<file path="src/rtl/axi_man_csr_if.sv">
// Single-beat AXI manager for CSR subordinates: command/response front end,
// one outstanding AW/W/B or AR/R transaction, with an optional per-transaction timeout.
module axi_man_csr_if #(
  parameter int DATA_WIDTH     = 8,
  parameter int ADDR_WIDTH     = 8,
  parameter int TIMEOUT_CYCLES = 256
) (
  input  logic                  m_axi_clk,
  input  logic                  m_axi_resetn,
  // command / response side
  input  logic                  cmd_valid,
  output logic                  cmd_ready,
  input  logic                  cmd_write,
  input  logic [ADDR_WIDTH-1:0] cmd_addr,
  input  logic [DATA_WIDTH-1:0] cmd_wdata,
  output logic                  rsp_valid,
  input  logic                  rsp_ready,
  output logic [DATA_WIDTH-1:0] rsp_rdata,
  output logic [1:0]            rsp_resp,
  output logic                  rsp_timeout,
  // write channels
  output logic [ADDR_WIDTH-1:0] m_axi_awaddr,
  output logic                  m_axi_awvalid,
  input  logic                  m_axi_awready,
  output logic [DATA_WIDTH-1:0] m_axi_wdata,
  output logic                  m_axi_wvalid,
  input  logic                  m_axi_wready,
  output logic                  m_axi_wlast,
  input  logic                  m_axi_bvalid,
  output logic                  m_axi_bready,
  input  logic [1:0]            m_axi_bresp,
  // read channels
  output logic [ADDR_WIDTH-1:0] m_axi_araddr,
  output logic                  m_axi_arvalid,
  input  logic                  m_axi_arready,
  input  logic                  m_axi_rvalid,
  output logic                  m_axi_rready,
  input  logic [DATA_WIDTH-1:0] m_axi_rdata,
  input  logic [1:0]            m_axi_rresp,
  input  logic                  m_axi_rlast
);

  localparam int CNT_W     = (TIMEOUT_CYCLES > 1) ? $clog2(TIMEOUT_CYCLES + 1) : 1;
  localparam int TO_LAST_I = (TIMEOUT_CYCLES > 0) ? TIMEOUT_CYCLES - 1 : 0;
  localparam logic [CNT_W-1:0] TO_LAST = CNT_W'(TO_LAST_I);
  localparam logic [1:0] RESP_SLVERR = 2'b10;

  typedef enum logic [2:0] {
    IDLE    = 3'd0,
    WR_REQ  = 3'd1,
    WR_RESP = 3'd2,
    RD_REQ  = 3'd3,
    RD_DATA = 3'd4,
    RESP    = 3'd5
  } state_t;

  state_t                state_q;
  logic                  cmd_ready_q;
  logic                  rsp_valid_q;
  logic [DATA_WIDTH-1:0] rsp_rdata_q;
  logic [1:0]            rsp_resp_q;
  logic                  rsp_timeout_q;
  logic [ADDR_WIDTH-1:0] addr_q;
  logic [DATA_WIDTH-1:0] wdata_q;
  logic                  awvalid_q;
  logic                  wvalid_q;
  logic                  bready_q;
  logic                  arvalid_q;
  logic                  rready_q;
  logic                  aw_done_q;
  logic                  w_done_q;
  logic [CNT_W-1:0]      tmo_cnt_q;
  logic [CNT_W-1:0]      tmo_cnt_d;

  logic aw_done;
  logic w_done;
  logic busy;
  logic hs_done;
  logic tmo_fire;
  logic abort;

  // A handshake completing in the same cycle as the timeout takes priority.
  always_comb begin
    aw_done  = aw_done_q | (awvalid_q & m_axi_awready);
    w_done   = w_done_q  | (wvalid_q  & m_axi_wready);
    busy     = (state_q == WR_REQ) || (state_q == WR_RESP) ||
               (state_q == RD_REQ) || (state_q == RD_DATA);
    hs_done  = 1'b0;
    case (state_q)
      WR_REQ:  hs_done = aw_done & w_done;
      WR_RESP: hs_done = m_axi_bvalid;
      RD_REQ:  hs_done = m_axi_arready;
      RD_DATA: hs_done = m_axi_rvalid;
      default: hs_done = 1'b0;
    endcase
    tmo_fire = (TIMEOUT_CYCLES != 0) && (tmo_cnt_q >= TO_LAST);
    abort    = busy && tmo_fire && !hs_done;
  end

  always_comb begin
    tmo_cnt_d = tmo_cnt_q;
    if ((state_q == IDLE) && cmd_valid) begin
      tmo_cnt_d = '0;
    end else if (busy && (tmo_cnt_q != {CNT_W{1'b1}})) begin
      tmo_cnt_d = tmo_cnt_q + CNT_W'(1);
    end
  end

  always_ff @(posedge m_axi_clk or negedge m_axi_resetn) begin
    if (!m_axi_resetn) begin
      tmo_cnt_q <= '0;
    end else begin
      tmo_cnt_q <= tmo_cnt_d;
    end
  end

  always_ff @(posedge m_axi_clk or negedge m_axi_resetn) begin
    if (!m_axi_resetn) begin
      state_q       <= IDLE;
      cmd_ready_q   <= 1'b1;
      rsp_valid_q   <= 1'b0;
      rsp_rdata_q   <= '0;
      rsp_resp_q    <= 2'b00;
      rsp_timeout_q <= 1'b0;
      addr_q        <= '0;
      wdata_q       <= '0;
      awvalid_q     <= 1'b0;
      wvalid_q      <= 1'b0;
      bready_q      <= 1'b0;
      arvalid_q     <= 1'b0;
      rready_q      <= 1'b0;
      aw_done_q     <= 1'b0;
      w_done_q      <= 1'b0;
    end else begin
      case (state_q)
        IDLE: begin
          if (cmd_valid) begin
            addr_q        <= cmd_addr;
            wdata_q       <= cmd_wdata;
            cmd_ready_q   <= 1'b0;
            rsp_timeout_q <= 1'b0;
            aw_done_q     <= 1'b0;
            w_done_q      <= 1'b0;
            if (cmd_write) begin
              awvalid_q <= 1'b1;
              wvalid_q  <= 1'b1;
              state_q   <= WR_REQ;
            end else begin
              arvalid_q <= 1'b1;
              state_q   <= RD_REQ;
            end
          end
        end

        WR_REQ: begin
          // AW and W retire independently; the B phase starts once both have.
          if (awvalid_q && m_axi_awready) begin
            awvalid_q <= 1'b0;
            aw_done_q <= 1'b1;
          end
          if (wvalid_q && m_axi_wready) begin
            wvalid_q <= 1'b0;
            w_done_q <= 1'b1;
          end
          if (aw_done && w_done) begin
            bready_q <= 1'b1;
            state_q  <= WR_RESP;
          end
        end

        WR_RESP: begin
          if (m_axi_bvalid) begin
            bready_q    <= 1'b0;
            rsp_resp_q  <= m_axi_bresp;
            rsp_rdata_q <= '0;
            rsp_valid_q <= 1'b1;
            state_q     <= RESP;
          end
        end

        RD_REQ: begin
          if (m_axi_arready) begin
            arvalid_q <= 1'b0;
            rready_q  <= 1'b1;
            state_q   <= RD_DATA;
          end
        end

        RD_DATA: begin
          if (m_axi_rvalid) begin
            rready_q    <= 1'b0;
            rsp_rdata_q <= m_axi_rdata;
            rsp_resp_q  <= m_axi_rlast ? m_axi_rresp : RESP_SLVERR;
            rsp_valid_q <= 1'b1;
            state_q     <= RESP;
          end
        end

        RESP: begin
          if (rsp_ready) begin
            rsp_valid_q <= 1'b0;
            cmd_ready_q <= 1'b1;
            state_q     <= IDLE;
          end
        end

        default: begin
          state_q     <= IDLE;
          cmd_ready_q <= 1'b1;
          rsp_valid_q <= 1'b0;
        end
      endcase

      if (abort) begin
        awvalid_q     <= 1'b0;
        wvalid_q      <= 1'b0;
        bready_q      <= 1'b0;
        arvalid_q     <= 1'b0;
        rready_q      <= 1'b0;
        rsp_rdata_q   <= '0;
        rsp_resp_q    <= RESP_SLVERR;
        rsp_timeout_q <= 1'b1;
        rsp_valid_q   <= 1'b1;
        state_q       <= RESP;
      end
    end
  end

  assign cmd_ready     = cmd_ready_q;
  assign rsp_valid     = rsp_valid_q;
  assign rsp_rdata     = rsp_rdata_q;
  assign rsp_resp      = rsp_resp_q;
  assign rsp_timeout   = rsp_timeout_q;
  assign m_axi_awaddr  = addr_q;
  assign m_axi_awvalid = awvalid_q;
  assign m_axi_wdata   = wdata_q;
  assign m_axi_wvalid  = wvalid_q;
  assign m_axi_wlast   = wvalid_q;
  assign m_axi_bready  = bready_q;
  assign m_axi_araddr  = addr_q;
  assign m_axi_arvalid = arvalid_q;
  assign m_axi_rready  = rready_q;

endmodule

</file>
<file path="config.mk">
export PLATFORM = sky130hd
export DESIGN_NAME = axi_man_csr_if
export DESIGN_NICKNAME = d
export VERILOG_FILES = /design/src/rtl/axi_man_csr_if.sv
export SDC_FILE = /design/constraint.sdc
export NUM_CORES = 1
export LEC_CHECK = 0
export CAP_MARGIN = 20
export CORE_MARGIN = 2
export CORE_UTILIZATION = 49
export CTS_CLUSTER_DIAMETER = 80
export DETAILED_ROUTE_END_ITERATION = 16
export GPL_TIMING_DRIVEN = 0
export HOLD_SLACK_MARGIN = 0.05
export PLACE_DENSITY = 0.85
export SLEW_MARGIN = 5
export SYNTH_ARGS = -nofsm -noshare
export SYNTH_HDL_FRONTEND = slang
export SYNTH_SLANG_ARGS = --single-unit
</file>
<file path="constraint.sdc">
create_clock -name m_axi_clk -period 5.9 [get_ports m_axi_clk]
set_input_delay 1.475 -clock m_axi_clk [delete_from_list [all_inputs] [get_ports m_axi_clk]]
set_output_delay 1.475 -clock m_axi_clk [all_outputs]
set_load 0.005 [all_outputs]
</file>
==> results of run 1 <==
==> report_power, final <==
| part | internal [mW] | switching, mW | leakage [nW] |
|---|---|---|---|
| clock | 0.0953 | 0.108 | 0.0445 |
| combinational | 0.406 | 0.323 | 0.839 |
| sequential | 0.453 | 0.0907 | 0.614 |
==> kinds of logic (layout without fill, tap and decap cells) <==
| logic type | count (synthesis) | count (layout) |
|---|---|---|
| xor+xnor | 2 | 2 |
| simple gates | 123 | 123 |
| flops | 48 | 48 |
| fa+ha+maj | 3 | 3 |
| mux | 5 | 5 |
| compound gates | 49 | 49 |
| buf+inv | 31 | 121 |
==> sequential cells by signal, indices dropped and copies added (netlist names), 2 cells and up <==
signal,count
state_q,3
tmo_cnt_q,9
m_axi_wdata,8
rsp_resp,2
m_axi_araddr,8
rsp_rdata,8
==> Yosys cell counts (2+ instances only) <==
cell      count  share of area (%)
nor3_1        3               0.63
dfrtp_1      47                 49
a21oi_1      19                4.0
clkbuf_1      8                1.3
a211oi_2      2                1.0
ha_1          3                1.6
xnor2_1       2               0.73
mux2i_1       5                2.1
buf_6         2               0.94
buf_4        10                3.1
a21o_1        2               0.63
nand3_1      12                2.5
nand2b_1      3               0.78
o21ai_0       4               0.84
o21a_1        2               0.63
nand3b_1      2               0.63
nand4_1       2               0.52
nand2_1      77                 12
buf_2         3               0.63
nor2_1       12                1.9
nor3b_1       3               0.94
a31oi_1       2               0.52
inv_1         8                1.3
==> critical path, stage by stage <==
cell and delay (ps):
clkdlybuf4s50_1 520, inv_1 90, a221oi_1 570, nor3_4 170
o32a_1 360
==> path summary, 6_finish.rpt <==
| path | end | slack [ps] | cells past startpoint |
|---|---|---|---|
| worst max-delay path | rsp_valid | 2890 | 5 |
| worst min-delay path | rsp_timeout | 480 | 1 |
| worst max register to register | m_axi_arvalid | 3640 | 9 |
| worst min register to register | rsp_timeout | 480 | 1 |
| max in group asynchronous | m_axi_araddr[7] | 4360 | 2 |
| min in group asynchronous | aw_done_q | 1060 | 1 |
==> final cells by class <==
type / instances / share of cell area [%]
Buffer: 23 / 4.19
Clock buffer: 7 / 2.54
Clock inverter: 1 / 0.221
Inverter: 8 / 0.883
Multi-Input combinational cell: 182 / 30.1
Sequential cell: 48 / 35.4
Tap cell: 67 / 2.47
Timing Repair Buffer: 82 / 24.3
==> stage by stage <==
| step | area [sq um] | utilization [%] | hold slack (ps) | instances |
|---|---|---|---|---|
| after floorplan | 2400 | - | 446 | 261 |
| after global placement | 3290 | 69.7 | 458 | 409 |
| after detailed placement | 3310 | 70.0 | 470 | 410 |
| after CTS | 3400 | 72.0 | 489 | 418 |
| after global routing | 3400 | 72.0 | 500 | 418 |
| final | 3400 | 72.0 | 484 | 418 |
==> metal layers <==
layer | global-route usage [%] | share of wire, % | up-vias
met5 | 0 | 0 | -
met4 | 6.67 | 0.87 | 0
met3 | 5.96 | 8.0 | 6
met2 | 39.2 | 50 | 94
met1 | 29.7 | 41 | 1075
li1 | - | - | 1053
==> metrics, run 1 <==
status finished clean; register area share after synthesis 50.2%; initial antenna violation count 0; port buffer count 81; antenna cells 0; Rel. slew slack 58.9%; r2r startpoint tmo_cnt_q[2]; root buffer cell clkbuf_8; Synth Area in Simple Gates 23.4%; Final TNS setup 0 ps; dpl hpwl 4560 microns; initial core utilization 50.8%; I/O pin count 82; commonest non-fill, non-tap cell in the layout clkdlybuf4s50_1; Antenna Nets Post-Route 0; mux cell area share after synthesis roughly 2.1%; GRT Total Usage 23.2%; critical path required time slightly above 6000 ps; leakage 1.50 nW; Yosys reg bits 48; Synth async-reset ratio 100%; Die Area 5470 sq um; most frequent cells in the layout clkdlybuf4s50_1, nand2_1, dfrtp_1; Final min period 3010 ps; Longest Clk Path Bufs 2; Critical path origin m_axi_rvalid; site row count 25; syn nets 303; Final nets 392; worst skew pair latency approximately 300 ps; drt first pass iters 4; Synth Area per Inst 9.19 sq um; max_cap viols 0; Tightest Pin Transition 617 ps; largest net degree at the start of global routing 37; CP arrival 3200 ps; average wire per standard cell between 10 and 15 microns; # clock sinks 48; critical setup path kind primary input to flop; period utilization 51.0%; CTS resizes 0; synth-to-layout area growth 41.9%; Via-to-Cell Ratio about 5.3; clock skew 5.21 ps; number of global-route vias before repair 2,141; GRT overflow 0; CP endpoint kind flop; power density cells 434 nW/um^2; area of the multi-input gates roughly 1000 sq um; 1st-iter DRT viols 191; Post-synth EDFFs 0; final setup fails 0; global-route wire length before repair between 9000 and 10,000 microns; # fillers 367; commonest register cell after synthesis dfrtp_1; Synth Area in Adders under 10%; CP Max Fanout 8; peak supply drop 0.260 mV; CP Launch Type primary input; Tot Pwr 1.48 mW; Mapped Area approximately 2400 sq um; RSZ-0062 raised after global routing false; placer congestion estimate roughly 0.87; CTS buffer count 5; Post-Synthesis Cells 261; Slew Viols, Final 0; drt drc 0; Post-Synth XOR/XNOR Area 0.731%; Hold Path Class flop to flop; largest family of logic cells by synthesized area simple AND/OR/NAND/NOR gates; Max Clock Freq between 0.3 and 0.4 GHz; register area 1200 sq um; vias post-DR between 2,000 and 2,500; total wire length 6000 microns; TritonCTS clock tree built; Die Height between 70 and 80 microns; Syn. warnings 0; PnR worst setup slack between 2000 and 3000 ps; startpoint of the worst hold path rsp_timeout; share of layout cells above drive strength 1 9.12%; post-synthesis compound-gate area fraction 14.9%; H-Tree Level Count 2; core box area between 4000 and 5000 sq um; Final Hold Viols 0; Clock Pin Slew Worst Setup and Hold Paths 90 ps; Placement Setup Slack 2620 ps; hold buffers post-CTS 0; Distinct cells, synth 51; Setup Buffers After CTS 0; DIE WIDTH 73.9 microns
No activity file was read; power rests on OpenSTA's default activity.
==> run 2: changes to the inputs <==
--- a/config.mk
+++ b/config.mk
@@ -7,12 +7,12 @@
 export LEC_CHECK = 0
 export CAP_MARGIN = 20
 export CORE_MARGIN = 2
-export CORE_UTILIZATION = 49
+export CORE_UTILIZATION = 45
 export CTS_CLUSTER_DIAMETER = 80
 export DETAILED_ROUTE_END_ITERATION = 16
 export GPL_TIMING_DRIVEN = 0
 export HOLD_SLACK_MARGIN = 0.05
-export PLACE_DENSITY = 0.85
+export PLACE_DENSITY = 0.79
 export SLEW_MARGIN = 5
 export SYNTH_ARGS = -nofsm -noshare
 export SYNTH_HDL_FRONTEND = slang
==> constraint.sdc (replaced) <==
create_clock -name m_axi_clk -period 3.1 [get_ports m_axi_clk]
set_input_delay 0.775 -clock m_axi_clk [delete_from_list [all_inputs] [get_ports m_axi_clk]]
set_output_delay 0.775 -clock m_axi_clk [all_outputs]
set_load 0.005 [all_outputs]
==> metrics, run 2 (synthesized netlist as in run 1, its figures left out) <==
drt first pass iters 5; CP arrival approximately 2500 ps; critical setup path kind primary input to flop; # clock sinks 48; Die Height 77.0 microns; total wire length 5560 microns; critical path required time 3280 ps; number of global-route vias before repair approximately 2,100; Clock Pin Slew Worst Setup and Hold Paths 90 ps; # fillers 450; initial antenna violation count 0; site row count 26; I/O pin count 82; 1st-iter DRT viols 120; worst skew pair latency 300 ps; max_cap viols 0; initial core utilization 46.6%; CTS resizes 0; CTS buffer count 5; port buffer count 81; hold buffers post-CTS 0; CP endpoint kind flop; peak supply drop 0.427 mV; Tot Pwr 2.78 mW; placer congestion estimate approximately 0.86; Post-Place Cells 413; Tightest Pin Transition 613 ps; GRT Total Usage 19.1%; H-Tree Level Count 2; CP Launch Type primary input; core box area 5140 sq um; CP Max Fanout 8; Setup Buffers After CTS 0; Longest Clk Path Bufs 2; TritonCTS clock tree built; synth-to-layout area growth 42.0%; commonest non-fill, non-tap cell in the layout clkdlybuf4s50_1; average wire per standard cell 13.2 microns; Final min period 2330 ps; final std cells w/o fill approximately 420; leakage ~1.5 nW; final setup fails 0; Reg2Reg Depth 9; GRT overflow 0; RSZ-0062 raised after global routing false; DIE WIDTH 77.0 microns; largest net degree at the start of global routing 32; vias post-DR between 2,000 and 2,500; worst-path cell with the longest stage delay a221oi_1; Rel. slew slack 59.1%; global-route wire length before repair 9240 microns; drt drc 0; antenna cells 0; CP cell instances clkdlybuf4s50_1, nand2_1, a221oi_1, nor3_4, o32a_1; Final TNS setup 0 ps; clock skew 8.16 ps; final hold slack 407 ps; Antenna Nets Post-Route 0; period utilization 75.2%; max reg flops 9; Final nets 392; share of layout cells above drive strength 1 9.12%; Largest stage delay, worst path 560 ps; dpl hpwl 4230 microns; largest register by flop count tmo_cnt_q; status finished clean; root buffer cell clkbuf_8; most frequent cells in the layout clkdlybuf4s50_1, nand2_1, dfrtp_1; Final Hold Viols 0; Slew Viols, Final 0; power density cells around 820 nW/um^2; Max Clock Freq 0.429 GHz; Die Area 5930 sq um; Hold Path Class primary input to asynchronous set/reset pin; Via-to-Cell Ratio 5.19
run 2: cell counts in the layout (fill, tap and decap cells not counted):
Identical to the previous run, type by type.
run 2: where the power goes:
part	internal, mW	switching, mW
registers	0.862	0.162
logic	0.772	0.597
clock network	0.181	0.203
total	1.82	0.962
run 2: critical path: cells and delay by family:
kind | cells | cell delay, ps
buffers and inverters | 1 | 510
AOI/OAI and AO/OA | 2 | 920
and+or+nand+nor | 2 | 290
run 2: final timing paths:
path,to,startpoint,slack [ps]
setup / recovery,rsp_valid,m_axi_arready,770
hold / removal,tmo_cnt_q[6],m_axi_resetn,410
setup reg to reg,m_axi_wlast,tmo_cnt_q[2],890
hold reg to reg,m_axi_wdata[7],m_axi_wdata[7],480
max in group asynchronous,m_axi_wdata[0],m_axi_resetn,2190
min in group m_axi_clk,m_axi_wdata[7],m_axi_wdata[7],480
run 2: layout make-up:
cell class | instances | area (sq um) | area share (%)
buffer | 23 | 143 | 4.19
clock buffer | 7 | 86.3 | 2.54
clock inverter | 1 | 7.51 | 0.221
inverter | 8 | 30.0 | 0.882
multi-input combinational | 182 | 1020 | 30.0
sequential | 48 | 1200 | 35.3
tap | 70 | 87.6 | 2.57
timing repair buffer | 82 | 826 | 24.3
run 2: through the flow:
stage | cell area [sq um] | worst slack, ps | utilization [%]
3_5_place_dp | 3310 | 461 | 64.4
3_3_place_gp | 3300 | -90.8 | 64.1
4_1_cts | 3400 | 786 | 66.2
2_1_floorplan | 2400 | 1210 | -
5_1_grt | 3400 | 680 | 66.2
6_report | 3400 | 769 | 66.2
run 2: routing by layer:
metal  track usage [%]  share of wire, %
met1              24.0                44
met2              32.6                48
met3              5.29               7.4
met4              5.18              0.95
met5                 0                 0
